--- src/rtl/down_timer.sv ---
// down_timer: programmable countdown timer with prescaler, pause/resume,
// one-cycle terminal-count pulse and optional auto-reload on expiry.
module down_timer #(
  parameter int WIDTH    = 8,
  parameter int PRESCALE = 4
) (
  input  logic             clk,
  input  logic             reset,
  input  logic             load,
  input  logic [WIDTH-1:0] load_value,
  input  logic             start,
  input  logic             pause,
  input  logic             auto_reload,
  output logic [WIDTH-1:0] count,
  output logic             running,
  output logic             done,
  output logic             tc_pulse
);

  localparam int PW = (PRESCALE > 1) ? $clog2(PRESCALE) : 1;
  localparam logic [PW-1:0] PRESC_MAX = PW'(PRESCALE - 1);

  typedef enum logic [1:0] {
    ST_IDLE   = 2'd0,
    ST_RUN    = 2'd1,
    ST_PAUSED = 2'd2,
    ST_DONE   = 2'd3
  } state_t;

  state_t           state_q, state_d;
  logic [WIDTH-1:0] count_q, count_d;
  logic [WIDTH-1:0] reload_q, reload_d;
  logic [PW-1:0]    presc_q, presc_d;
  logic             tc_q, tc_d;
  logic             running_q, running_d;
  logic             done_q, done_d;

  // Next-state logic: load aborts everything, then per-state start/pause/count handling.
  always_comb begin
    state_d  = state_q;
    count_d  = count_q;
    reload_d = reload_q;
    presc_d  = presc_q;
    tc_d     = 1'b0;

    if (load) begin
      count_d  = load_value;
      reload_d = load_value;
      presc_d  = '0;
      state_d  = ST_IDLE;
    end else begin
      case (state_q)
        ST_IDLE: begin
          if (start && (count_q != '0)) begin
            presc_d = '0;
            state_d = ST_RUN;
          end
        end
        ST_PAUSED: begin
          // Prescaler keeps its held phase so pausing never shortens or stretches the run.
          if (start) state_d = ST_RUN;
        end
        ST_DONE: begin
          if (start && (reload_q != '0)) begin
            count_d = reload_q;
            presc_d = '0;
            state_d = ST_RUN;
          end
        end
        ST_RUN: begin
          if (pause) begin
            state_d = ST_PAUSED;
          end else if (presc_q == PRESC_MAX) begin
            presc_d = '0;
            if (count_q > WIDTH'(1)) begin
              count_d = count_q - WIDTH'(1);
            end else if (count_q == WIDTH'(1)) begin
              tc_d = 1'b1;
              if (auto_reload) begin
                count_d = reload_q;
              end else begin
                count_d = '0;
                state_d = ST_DONE;
              end
            end
          end else begin
            presc_d = presc_q + PW'(1);
          end
        end
        default: state_d = ST_IDLE;
      endcase
    end

    running_d = (state_d == ST_RUN);
    done_d    = (state_d == ST_DONE);
  end

  // State and datapath registers; reset clears everything to an idle zero count.
  always_ff @(posedge clk) begin
    if (reset) begin
      state_q   <= ST_IDLE;
      count_q   <= '0;
      reload_q  <= '0;
      presc_q   <= '0;
      tc_q      <= 1'b0;
      running_q <= 1'b0;
      done_q    <= 1'b0;
    end else begin
      state_q   <= state_d;
      count_q   <= count_d;
      reload_q  <= reload_d;
      presc_q   <= presc_d;
      tc_q      <= tc_d;
      running_q <= running_d;
      done_q    <= done_d;
    end
  end

  assign count    = count_q;
  assign running  = running_q;
  assign done     = done_q;
  assign tc_pulse = tc_q;

endmodule
--- config.mk ---
export PLATFORM = sky130hd
export DESIGN_NAME = down_timer
export DESIGN_NICKNAME = d
export VERILOG_FILES = /design/src/rtl/down_timer.sv
export SDC_FILE = /design/constraint.sdc
export NUM_CORES = 1
export LEC_CHECK = 0
export CAP_MARGIN = 20
export CORE_MARGIN = 8
export CORE_UTILIZATION = 35
export DETAILED_ROUTE_END_ITERATION = 8
export PLACE_DENSITY_LB_ADDON = 0.1
export SYNTH_ARGS = -nofsm -noshare
export SYNTH_HDL_FRONTEND = slang
export SYNTH_SLANG_ARGS = --single-unit
export TNS_END_PERCENT = 30
--- constraint.sdc ---
create_clock -name clk -period 2.08 [get_ports clk]
set_input_delay 0.416 -clock clk [delete_from_list [all_inputs] [get_ports clk]]
set_output_delay 0.416 -clock clk [all_outputs]
set_load 0.005 [all_outputs]
* After elaboration in Yosys (flattened, before gate mapping) *
Index checks and enable logic that the tools add are counted.

storage, ports and cells
  bits in registers = 23
  output and inout bits = 11

cells by class
  bitwise logic cells = 2
  $lt $le $gt $ge = 1
  mux-type cells = 24
  reduce and logical (&&, ||, !) cells = 11
  equal/unequal tests = 14
  add/subtract/negate cells = 2

operators by type and width
  kind                 number
  $mux 8               7
  $mux 2               13
  $pmux 8 s2           1
  $reduce_bool 8->1    2
  $ne 3x3->1 const B   3
  $eq 2x2->1 const B   4
  $eq 8x1->1 const B   1
  $gt 8x1->1 const B   1
  $pmux 2 s4           1
  $sub 8x1->8 const B  1
  $ne 2x2->1 const B   3
  $pmux 2 s3           1
  $reduce_bool 3->1    2
  $reduce_or 6->1      1
  $reduce_and 5->1     1
  $eq 2x1->1 const B   2
  $ne 4x4->1 const B   1
  $reduce_and 4->1     1
  $add 2x1->2 const B  1
  $logic_and 1x1->1    2
  $logic_not 2->1      1
  $not 1->1            2
  $reduce_or 2->1      1
  $mux 1               1

* Depth between registers and ports, before layout *
  depth in word-level cells = 8
  depth in mapped cells = 8
  depth with buffers taken out = 7

* Worst setup path after synthesis *
OpenSTA, ideal clock, no wires.

  path type = reg-to-reg
  start = register count_q[2], in the netlist count[2]
  end = register presc_q[1]
  path buffers = 1
  period minus slack after synthesis = 2.014 ns
  required time = 1.964 ns
  path slack = 0.066 ns
  cell stages (with the launch flop) = 7
  arrival time = 1.898 ns
  setup time = 0.116 ns
  cells stage by stage = dfxtp_1 or4_4 buf_6 or3_4 a211oi_2 mux2i_1 nor3_2

on the way
  cells in the longest elaborated chain, start to end = 4

ends and longest elaborated chain
  element                            RTL line  RTL
  start: declaration                 31        logic [WIDTH-1:0] count_q, count_d;
  start signal: assignment           110       count_q <= count_d;
  $reduce_bool 8->1                  54        if (start && (count_q != '0)) begin
  $logic_and 1x1->1                  54
  $ne 2x2->1 (no source line)        n/a
  $reduce_and 4->1 (no source line)  n/a
  end signal: assignment             112       presc_q <= presc_d;
  end: declaration                   33        logic [PW-1:0] presc_q, presc_d;

Every way passes these cells.
A chain may end at the register's enable or synchronous reset.

* Worst setup path in the final report *
  start = register count_q[2], in the netlist count[2]
  end = register count_q[3], in the netlist count[3]

on the way
  cells in the longest elaborated chain, start to end = 6
  elaborated cells on any way between the ends = 10
  classes of those cells = 1 x add/sub; 1 x order compare; 2 x eq/ne; 5 x mux; 1 x reduce/logical

ends and longest elaborated chain
  element                                           RTL line  RTL
  $sub 8x1->8 / $gt 8x1->1 (equally long branches)  76, 75
  $mux 8                                            75        if (count_q > WIDTH'(1)) begin
  $mux 8                                            73        end else if (presc_q == PRESC_MAX) begin
  $mux 8                                            71        if (pause) begin
  $pmux 8 s2                                        52        case (state_q)
  $mux 8                                            46        if (load) begin

Several ways; a longest one is shown, not always the timed one. The select of a mux whose other input is x is not followed.

==> impl_metrics.ini <==
[global_route]
grt_usage = 0.113
antenna_found_initial = 0
first_global_vias = 1237
grt_max_degree = 18
gr-total-overflow = 0
grt_pass1_wl_um = 5770

[clock_tree]
cts_buffers = 3
hold_buffers = 0
clockBufferDepth = 2
ctsRootBufferMaster = clkbuf_8
clk_pin_slew_ns = 0.09
cts_tree = built
clock_sinks = 23
htreeDepth = 1
clk_latency_ns = 0.27
postCtsSetupRepairBufs = 0

[logic_synthesis]
synth.largest_area_cell = dfxtp_1
netlist_top_cells_area = dfxtp_1 (34%), nor2_1 (5.5%), a21oi_1 (4.8%)
syn_area_per_cell_um2 = 8.97
yosys.cell_types.count = 47
yosysTopAreaCellShare = 0.340
yosysSeqAreaShare = 0.340
yosys_warnings = 0
synth-edff-count = 0
synthArstFlopShare = 0
syn-cell-area_um2 = 1350
synth_seq_cells = 23
synth-main-ff-cell = dfxtp_1
synth_cells = 151
syn-num-nets = 168

[sta]
tightestPinTransition_ns = 0.441
max_freq_mhz = 490
fin_hold_ws_ns = 0.489
slew_headroom = 0.705
grt_setup_unrepaired = yes
period_share = 0.981
finalClockSkew_ns = 0.00344
drv_slew = 0
setup_slack_ns = 0.0390
hold_viol_final = 0
fin_crit_ns = 2.04
finalSetupViolCount = 0

[routing]
wl_um = 3470
antenna_left = 0
vias = 1238
drcViolationCount = 0
viasPerCell = 5.27
avgRoutedWirePerCell_um = 14.8
dr.first_iter.drc_count = 74
first_pass_iters = 4

[worst_setup_path]
regToRegSetupSlack_ns = 0.04
worst_ep_required_time_ns = 2.24
end_kind = register
crit_type = register to register
start_kind = register
arrival_ns = 2.20
cp_max_fo = 8

[placed_design]
post-place-ws_ns = -0.0180
dpl-instance-area_um2 = 1690
numPortBuffers = 24
hpwl_um = 2720
gp_routability_congestion = 0.860

[floorplan]
core-area_um2 = 3690
rows = 22
initial_core_util = 0.367
dieArea_um2 = 6110
die_h_um = 78.2
dieWidth_um = 78.2
io_pins = 25

[final_layout]
regArea_um2 = 460
syn2layout_area_growth_pct = 29.4
final_nets = 205
drive_above_1_share = 0.203
final_area_um2 = 1750
antenna_cells = 0
n_fill_cell = 388
multi_input_area_um2 = 792

[power]
p_per_area_nw_per_um2 = 608
peakVddDrop_uv = 410
power.leakage_nw = 0.671

[job]
drv_cap = 0

[status]
outcome = finished, final reports clean

[hold_path]
hp-class = register to register
[flip-flops by register name, indices dropped and copies added, names as in the netlist]
signal,cells
tc_pulse,1
count,8
state_q,2
presc_q,2
reload_q,8
done,1
running,1
[area by class of cell]
type	count	share of cell area
Clock inverter	1	0.00429
Timing Repair Buffer	41	0.210
Clock buffer	3	0.0236
Sequential cell	23	0.263
Multi-Input combinational cell	113	0.452
Tap cell	48	0.0343
Inverter	6	0.0129
[routing by layer]
layer  part of all wire  GRT usage  routed length [um]  up-vias
met5                  0          0                   0        -
met4              0.012     0.0296                  40        0
met3              0.049     0.0399                 169        6
met2               0.46      0.176                1600       22
met1               0.48      0.143                1660      591
li1                   -          -                   -      619
[cells in the final DEF, fill, tap and decap left out, types with 2 or more instances in the layout]
master	instances
clkbuf_8	3
mux2i_1	6
buf_4	17
o31ai_1	2
nand2_1	9
o221ai_1	2
a2bb2oi_1	2
clkdlybuf4s50_1	24
nor4_1	4
nand3_1	3
o21a_1	2
a211oi_1	3
inv_1	6
a21oi_1	13
ha_1	3
nor2_1	20
xnor2_1	4
nor3b_1	4
a211oi_2	2
nor3_1	4
dfxtp_1	23
o21ai_0	4
a221oi_2	2
[per-stage QoR]
stage	total power, mW	TNS (ns)	std cells	util
after floorplan	0.672	0	151	-
after global placement	0.780	0	231	0.459
after detailed placement	0.781	-0.0491	231	0.459
after CTS	1.07	0	235	0.473
after global routing	1.12	-0.114	235	0.475
final	1.07	0	235	0.475
[worst max-delay path: stages (launching register included)]
cell,delay [ns]
dfxtp_1,0.32
or4_4,0.59
buf_4,0.18
o31ai_4,0.38
o21ai_0,0.16
a211oi_1,0.24
nor3_1,0.07
[repair_timing]
item | CTS | global route
gates resized for setup | 0 | 2
setup endpoints to repair | 1 | 8
pin swaps | 1 | 0
[cell usage after synthesis (2+ instances only)]
cell type and instances:
a221oi_2 2, mux2i_1 6, clkbuf_1 2, nand2_1 9
nor3b_1 4, nor2_1 20, a211oi_2 3, ha_1 3
o31ai_1 2, a21oi_1 13, o21ai_0 4, inv_1 6
clkbuf_8 2, dfxtp_1 23, a2bb2oi_1 2, buf_6 4
o221ai_1 2, nor3_1 4, nand3_1 3, a211oi_1 3
o21a_1 2, nor4_1 4, xnor2_1 4
[path summary, 6_finish.rpt]
| path | cells after the start | start | endpoint |
|---|---|---|---|
| setup reg to reg | 6 | count[2] | count[3] |
| setup / recovery | 6 | count[2] | count[3] |
| hold / removal | 2 | presc_q[0] | presc_q[0] |
| hold reg to reg | 2 | presc_q[0] | presc_q[0] |
[power breakdown]
group          internal [mW]  leakage, nW  switching, mW
logic                  0.152        0.461          0.140
registers              0.463        0.189         0.0215
clock network          0.136       0.0217          0.154
[cells by family after synthesis]
group | share of synthesized area
xor gates and xnor gates | 0.0323
AOI/OAI and AO/OA | 0.239
buffers and inverters | 0.0813
and+or+nand+nor | 0.235
adders and majority gates | 0.0277
DFF | 0.340
muxes | 0.0444
No activity file was read; power rests on OpenSTA's default activity.
